==> config.mk <==
export PLATFORM = sky130hd
export DESIGN_NAME = tdc_phase_detector_5bit
export DESIGN_NICKNAME = d
export VERILOG_FILES = /design/src/rtl/tdc_phase_detector_5bit_pkg.sv /design/src/rtl/edge_sync.sv /design/src/rtl/tdc_phase_detector_5bit.sv
export SDC_FILE = /design/constraint.sdc
export NUM_CORES = 1
export LEC_CHECK = 0
export BUFFER_PORTS_ARGS = -buffer_cell sky130_fd_sc_hd__buf_2
export CAP_MARGIN = 0
export CORE_MARGIN = 5
export CORE_UTILIZATION = 49
export DETAILED_ROUTE_END_ITERATION = 6
export GPL_TIMING_DRIVEN = 0
export PLACE_DENSITY_LB_ADDON = 0.12
export SYNTH_ARGS = -nofsm -noshare
export SYNTH_HDL_FRONTEND = slang
export SYNTH_SLANG_ARGS = --single-unit
export TNS_END_PERCENT = 1
==> constraint.sdc <==
create_clock -name clk -period 1.88 [get_ports clk]
set_clock_uncertainty 0.2 [all_clocks]
set_input_delay 0.094 -clock clk [delete_from_list [all_inputs] [get_ports clk]]
set_output_delay 0.094 -clock clk [all_outputs]
set_load 0.05 [all_outputs]
==> src/rtl/tdc_phase_detector_5bit_pkg.sv <==
// Shared ADPLL definitions: error width, FSM encoding and sign convention
// used by the phase detector and its PI filter.
package tdc_phase_detector_5bit_pkg;

    localparam int ADPLL_ERR_W = 5;

    localparam logic SIGN_POS = 1'b0;
    localparam logic SIGN_NEG = 1'b1;

    typedef enum logic [1:0] {
        ARM      = 2'd0,
        IDLE     = 2'd1,
        REF_LEAD = 2'd2,
        FB_LEAD  = 2'd3
    } tdc_state_e;

endpackage

==> src/rtl/edge_sync.sv <==
// Synchronizes one asynchronous clock input into clk and flags its
// rising edges as a registered single-cycle pulse.
module edge_sync #(
    parameter int SYNC_STAGES = 2
) (
    input  logic clk,
    input  logic reset,
    input  logic d,
    output logic rise
);

    logic [SYNC_STAGES-1:0] sync_q;
    logic [SYNC_STAGES-1:0] sync_d;
    logic                   prev_q;
    logic                   prev_d;
    logic                   rise_q;
    logic                   rise_d;

    always_comb begin
        sync_d = {sync_q[SYNC_STAGES-2:0], d};
        prev_d = sync_q[SYNC_STAGES-1];
        rise_d = sync_q[SYNC_STAGES-1] & ~prev_q;
    end

    always_ff @(posedge clk or posedge reset) begin
        if (reset) begin
            sync_q <= '0;
            prev_q <= 1'b0;
            rise_q <= 1'b0;
        end else begin
            sync_q <= sync_d;
            prev_q <= prev_d;
            rise_q <= rise_d;
        end
    end

    assign rise = rise_q;

endmodule

==> src/rtl/tdc_phase_detector_5bit.sv <==
// Counter-based TDC phase detector: measures ref/fb edge spacing in clk
// periods and reports a saturating sign-magnitude error to the PI filter.
module tdc_phase_detector_5bit
    import tdc_phase_detector_5bit_pkg::*;
#(
    parameter int WIDTH       = ADPLL_ERR_W,
    parameter int MAX_CNT     = (2 ** WIDTH) - 1,
    parameter int SYNC_STAGES = 2,
    parameter bit HOLD_LAST   = 1'b0
) (
    input  logic             clk,
    input  logic             reset,
    input  logic             enable,
    input  logic             ref_clk_in,
    input  logic             fb_clk_in,
    output logic             error_sign,
    output logic [WIDTH-1:0] error,
    output logic             err_valid,
    output logic             cycle_slip
);

    localparam logic [WIDTH-1:0] CNT_MAX = WIDTH'(MAX_CNT);
    localparam logic [WIDTH-1:0] CNT_ONE = WIDTH'(1);

    logic ref_rise;
    logic fb_rise;

    edge_sync #(.SYNC_STAGES(SYNC_STAGES)) u_ref_sync (
        .clk   (clk),
        .reset (reset),
        .d     (ref_clk_in),
        .rise  (ref_rise)
    );

    edge_sync #(.SYNC_STAGES(SYNC_STAGES)) u_fb_sync (
        .clk   (clk),
        .reset (reset),
        .d     (fb_clk_in),
        .rise  (fb_rise)
    );

    tdc_state_e       state_q, state_d;
    logic [WIDTH-1:0] cnt_q, cnt_d;
    logic             mute_q, mute_d;
    logic [WIDTH-1:0] error_q, error_d;
    logic             sign_q, sign_d;
    logic             valid_q, valid_d;
    logic             slip_q, slip_d;

    logic             emit;
    logic [WIDTH-1:0] emit_mag;
    logic             emit_sign;
    logic             emit_slip;
    logic [WIDTH-1:0] cnt_inc;

    always_comb begin
        cnt_inc   = (cnt_q >= CNT_MAX) ? CNT_MAX : cnt_q + CNT_ONE;
        state_d   = state_q;
        cnt_d     = cnt_q;
        mute_d    = mute_q;
        emit      = 1'b0;
        emit_mag  = '0;
        emit_sign = SIGN_POS;
        emit_slip = 1'b0;

        unique case (state_q)
            ARM, IDLE: begin
                if (ref_rise && fb_rise) begin
                    emit    = 1'b1;
                    state_d = IDLE;
                end else if (ref_rise) begin
                    state_d = REF_LEAD;
                    cnt_d   = CNT_ONE;
                end else if (fb_rise) begin
                    state_d = FB_LEAD;
                    cnt_d   = CNT_ONE;
                end
            end
            REF_LEAD: begin
                if (fb_rise) begin
                    emit     = 1'b1;
                    emit_mag = cnt_q;
                    cnt_d    = CNT_ONE;
                    state_d  = ref_rise ? REF_LEAD : IDLE;
                end else if (ref_rise) begin
                    emit      = 1'b1;
                    emit_mag  = CNT_MAX;
                    emit_slip = 1'b1;
                    cnt_d     = CNT_ONE;
                end else begin
                    cnt_d = cnt_inc;
                end
            end
            FB_LEAD: begin
                emit_sign = SIGN_NEG;
                if (ref_rise) begin
                    emit     = 1'b1;
                    emit_mag = cnt_q;
                    cnt_d    = CNT_ONE;
                    state_d  = fb_rise ? FB_LEAD : IDLE;
                end else if (fb_rise) begin
                    emit      = 1'b1;
                    emit_mag  = CNT_MAX;
                    emit_slip = 1'b1;
                    cnt_d     = CNT_ONE;
                end else begin
                    cnt_d = cnt_inc;
                end
            end
            default: state_d = ARM;
        endcase

        // The first measurement after arming only primes the detector.
        valid_d = emit & ~mute_q;
        slip_d  = emit_slip & ~mute_q;
        if (emit) begin
            mute_d = 1'b0;
        end

        if (emit && !mute_q) begin
            error_d = emit_mag;
            sign_d  = (emit_mag == '0) ? SIGN_POS : emit_sign;
        end else if (HOLD_LAST) begin
            error_d = error_q;
            sign_d  = sign_q;
        end else begin
            error_d = '0;
            sign_d  = SIGN_POS;
        end

        if (!enable) begin
            state_d = ARM;
            cnt_d   = '0;
            mute_d  = 1'b1;
            error_d = '0;
            sign_d  = SIGN_POS;
            valid_d = 1'b0;
            slip_d  = 1'b0;
        end
    end

    always_ff @(posedge clk or posedge reset) begin
        if (reset) begin
            state_q <= ARM;
            cnt_q   <= '0;
            mute_q  <= 1'b1;
            error_q <= '0;
            sign_q  <= SIGN_POS;
            valid_q <= 1'b0;
            slip_q  <= 1'b0;
        end else begin
            state_q <= state_d;
            cnt_q   <= cnt_d;
            mute_q  <= mute_d;
            error_q <= error_d;
            sign_q  <= sign_d;
            valid_q <= valid_d;
            slip_q  <= slip_d;
        end
    end

    assign error_sign = sign_q;
    assign error      = error_q;
    assign err_valid  = valid_q;
    assign cycle_slip = slip_q;

endmodule

# == Word-level counts from Yosys, hierarchy flattened ==
# Cells that the tools add are included.
# totals
ff_bits,24
latchBits,0
ram_bits,0
rom_bits,0
input_bits,5
output_inout_bits,8
elab_cells,82
mem_count,0
# op_classes
n_addsub,1
mul,0
div,0
n_lt_le_gt_ge,1
n_eq_ne,9
n_shift,0
muxes,43
bitwise,7
reduce_logical,8
# ops
op,count
$mux 5,15
$mux 2,8
$mux 1,15
$pmux 5 s3,1
$pmux 5 s2,1
$ne 3x2->1 const B,2
$pmux 2 s3,1
$add 5x1->5 const B,1
$ge 5x5->1 const B,1
$logic_not 5->1,1
$ne 5x3->1 const B,1
$and 1x1->1,4
$eq 2x2->1 const B,2
$ne 4x2->1 const B,1
$ne 3x3->1 const B,1
$not 1->1,3
$pmux 1 s3,1
$reduce_and 3->1,1
$eq 2x1->1 const B,1
$logic_and 1x1->1,2
$logic_not 2->1,1
$ne 2x1->1 const B,1
$pmux 1 s2,1
$reduce_and 2->1,1
2 further kinds,2

# == Longest topological paths before layout ==
# depth
depth_word,7
ltp_mapped,6
ltp_nobuf,6

# == Modules after synthesis ==
# Synthesis repeated with hierarchy kept, for this count alone.
# hier_totals
cells_unflattened,83
hier_area_um2,1018.5
# modules_own_cells
mod,n_inst,cells_per_inst,area_each_um2,seq_area_each_um2
tdc_phase_detector_5bit,1,71,783.3,401.6
edge_sync,2,6,117.6,100.1

# == Worst setup path before layout ==
# No wires, ideal clock.
# synth_path
path_kind,reg2reg
start,register cnt_q[0]
end,register cnt_q[3]
setup_time_ps,128
arrival_ps,1570
required_ps,1552
slack_ps,-18
stages_incl_launch_ff,7
n_path_buf,0
synth_period_minus_slack_ps,1898
path_cell_list,dfrtp_1 > ha_1 > and3_1 > ha_1 > or3b_1 > a211oi_1 > a211oi_1
# synth_via
elab_chain_cells,6
elab_cells_between_ends,9
classes_between,1 x add/sub; 1 x order compare; 7 x mux
# synth_lines
element,line_no,source
from (decl),tdc_phase_detector_5bit.sv:43,"logic [WIDTH-1:0] cnt_q, cnt_d;"
from (signal assigned),tdc_phase_detector_5bit.sv:153,cnt_q <= cnt_d;
$add 5x1->5 / $ge 5x5->1 (equally long branches),tdc_phase_detector_5bit.sv:57,cnt_inc = (cnt_q >= CNT_MAX) ? CNT_MAX : cnt_q + CNT_ONE;
$mux 5 *,tdc_phase_detector_5bit.sv:57,
$mux 5 (on tied branches),"tdc_phase_detector_5bit.sv:101, tdc_phase_detector_5bit.sv:85",
$mux 5 (on tied branches),"tdc_phase_detector_5bit.sv:96, tdc_phase_detector_5bit.sv:80",
$pmux 5 s3 *,tdc_phase_detector_5bit.sv:66,unique case (state_q)
$mux 5 *,tdc_phase_detector_5bit.sv:131,if (!enable) begin
# Mark *: on every way between the ends. The rest lies on a longest branch, timed or not.
# A chain may end at the register's enable or synchronous reset.

# == Worst setup path after layout ==
# layout_path
start,register cnt_q[1]
end,register cnt_q[3]
# The elaborated chain is that of the path after synthesis.

==> key figures <==
Status
  – Outcome: finished, violations left
  – Violated checks: setup timing

Yosys
  – Mapped Cells: 96
  – Mapped Nets: 103
  – Synth cell types: 33
  – Flop and latch count out of synthesis: 24
  – Avg Cell Area, Syn: 11.1 µm²
  – Register area share after synthesis: 0.567
  – Yosys warns: 0
  – Cell area after synthesis: 1060 µm²

Timing
  – FMAX: 531 MHz
  – Final setup fails: 1
  – Worst setup margin: -0.00417 ns
  – Max Slew Vio Count: 0
  – Tcrit/Tclk final: 1.00
  – TNS Setup: -0.00417 ns
  – Min Hold Slack: 0.170 ns
  – Relative slew slack: 0.408
  – Unrepaired setup endpoints after global routing: true
  – Slew at the pin with the worst max-slew slack: 0.887 ns
  – Hold Vio Cnt, Final: 0
  – Minimum clock period: 1.88 ns

Finish
  – Most frequent cells in the layout: dfrtp_1 (21), nor2_1 (16), buf_2 (12), buf_4 (9)
  – Nets@finish: 130
  – Layout area overhead: 25.6%
  – Most common cell after layout, fill and taps aside: dfrtp_1
  – Ant diodes: 0
  – Share of layout cells above drive strength 1: 0.303

Setup path
  – Critical Path Start Type: flip-flop
  – CP Launch Point: cnt_q[1]$_DFFE_PP0P_
  – CP Capture Type: flip-flop
  – Critical Path AT: 1.89 ns
  – Reg2reg path depth: 6
  – WS Path Type: reg -> reg
  – CP Max Fanout: 3
  – Worst path required time: 1.89 ns
  – R2R Path Start: cnt_q[1]$_DFFE_PP0P_
  – R2r endpoint: cnt_q[3]$_DFFE_PP0P_
  – Reg2reg setup slack: -0.004 ns

Clocking
  – Max Root-Sink Buffers: 2
  – CTS tree: yes
  – Number of CTS-inserted buffers: 3
  – H-Tree Depth: 1
  – TritonCTS Sinks: 24
  – Clock latency on the worst-skew pair: 0.31 ns
  – CTS clk-pin slew, worst paths: 0.13 ns
  – Clock tree root driver cell: clkbuf_4

Power
  – VDD IR-drop max: 0.000487 V
  – Pleak: 0.639 nW
  – Power per cell area: 770 nW/µm²
  – Tot Pwr: 1.03 mW

Routing
  – Post-DRT Antenna Nets: 0
  – Drt via density: 5.28
  – Vias: 786
  – Initial drt markers: 12
  – # DRC: 0
  – Total Wirelength: 2.01 mm
  – WL/cell: 13.5 µm
  – Drt pass-1 iters: 4

Hold path
  – Hold endpoint: u_ref_sync.sync_q[1]$_DFF_PP0_
  – Hold/Removal Path Class: reg -> reg
  – Worst Hold Depth: 0
  – Hold Startpoint: u_ref_sync.sync_q[0]$_DFF_PP0_

Floorplanning
  – Initial Util: 0.525
  – Die width: 56.5 µm
  – Row cnt: 16
  – CORE AREA: 2020 µm²
  – Die Span Y: 56.5 µm
  – Die area: 3200 µm²
  – I/O pin total: 13

Global route
  – Gr usage total: 0.136
  – Global-route wire length before repair: 3.33 mm
  – Largest net degree at the start of global routing: 25
  – Vias in the first global route: 740
  – Initial antenna violation count: 0
  – GRT overflow: 0

Run
  – Max Cap Viol: 0

Place
  – IO Port Bufs: 12
  – Dpl hpwl: 1.31 mm
  – Gpl congestion: 0.767
layer usage:
layer	GRT usage	routed length, µm	up-vias
met5	0	0	-
li1	-	-	387
met2	0.228	1010	19
met3	0.0413	96	2
met4	0.0610	15	0
met1	0.158	894	378
per-stage QoR:
step	std cells	setup slack [ns]	utilization	cell area, µm²
after floorplan	96	0.0140	-	1060
after global placement	135	-0.0593	0.572	1160
after detailed placement	135	-0.104	0.572	1160
after CTS	145	0.0116	0.639	1290
after global routing	149	-0.0532	0.659	1330
final	149	-0.00417	0.659	1330
how the worst max path moves through the flow:
stage / end / cells after the start
2_1_floorplan: cnt_q[3]$_DFFE_PP0P_ / 6
3_3_place_gp: cnt_q[3]$_DFFE_PP0P_ / 6
3_5_place_dp: cnt_q[3]$_DFFE_PP0P_ / 6
4_1_cts: cnt_q[3]$_DFFE_PP0P_ / 6
5_1_grt: cnt_q[3]$_DFFE_PP0P_ / 6
6_report: cnt_q[3]$_DFFE_PP0P_ / 6
Yosys cell counts:
library cell	instances	area [µm²]
o21ai_0	5	25.0
nand2b_1	1	6.26
nor4_1	1	6.26
buf_4	3	22.5
o311a_1	1	10.0
a21boi_1	1	7.51
nor2_1	16	60.1
or2b_2	1	8.76
nor2b_1	3	18.8
a211oi_2	1	12.5
and2_1	2	12.5
nand4_1	1	6.26
inv_1	5	18.8
a31oi_1	2	12.5
dfrtp_1	23	576
xnor2_1	1	8.76
o21bai_1	1	7.51
nand2_1	3	11.3
dfstp_2	1	26.3
o221ai_1	1	8.76
and4bb_4	1	16.3
mux2i_2	1	13.8
ha_1	2	25.0
and3b_1	1	8.76
a21oi_1	2	10.0
a22o_1	4	35.0
nand3b_1	3	22.5
or3b_1	2	17.5
or3_1	1	6.26
and3_1	2	12.5
o211ai_1	1	7.51
a211oi_1	2	15.0
nand3_1	1	5.00
critical path, cell delays in order, from the launching register on:
cell and delay, ns:
dfrtp_2 0.45, ha_4 0.16, and3_4 0.18, ha_4 0.16, or3b_4 0.37, a211oi_2 0.19, a211oi_1 0.07
power by group:
part | internal (mW) | switching (mW)
clock network | 0.215 | 0.152
logic | 0.0492 | 0.0616
registers | 0.535 | 0.0127
cells by family (layout without fill, tap and decap cells):
| group | after synthesis | in the layout | share of synthesized area |
|---|---|---|---|
| and+or+nand+nor | 39 | 39 | 0.206 |
| DFF | 24 | 24 | 0.567 |
| AOI/OAI and AO/OA | 21 | 21 | 0.143 |
| buffers and inverters | 8 | 34 | 0.0389 |
| adders and majority gates | 2 | 2 | 0.0236 |
| xor gates and xnor gates | 1 | 1 | 0.00826 |
| muxes | 1 | 1 | 0.0130 |
layout make-up:
class	instances	area, µm²
multi-input cells	64	455
flip-flops and latches	24	604
repair buffers	22	145
plain buffers	3	22.5
fillers	167	689
well taps	27	33.8
clock inverters	1	30.0
clock buffers	3	22.5
inverters	5	18.8
state kept, by name, indices dropped and copies added, names as in the netlist:
signal and count:
u_ref_sync.sync_q 2, error 5, u_ref_sync.prev_q 1, u_fb_sync.prev_q 1, u_fb_sync.sync_q 2, mute_q 1
err_valid 1, state_q 2, u_fb_sync.rise 1, cnt_q 5, cycle_slip 1, u_ref_sync.rise 1
error_sign 1
what timing repair did:
action                                  CTS  global route
resized for setup                         7             1
hold buffers                              4             0
setup buffers                             2             4
pin swaps                                 1             4
endpoints found under the hold margin    31             0
endpoints found under the setup margin    1             1
Note: power is estimated with default switching activity, not from simulation.
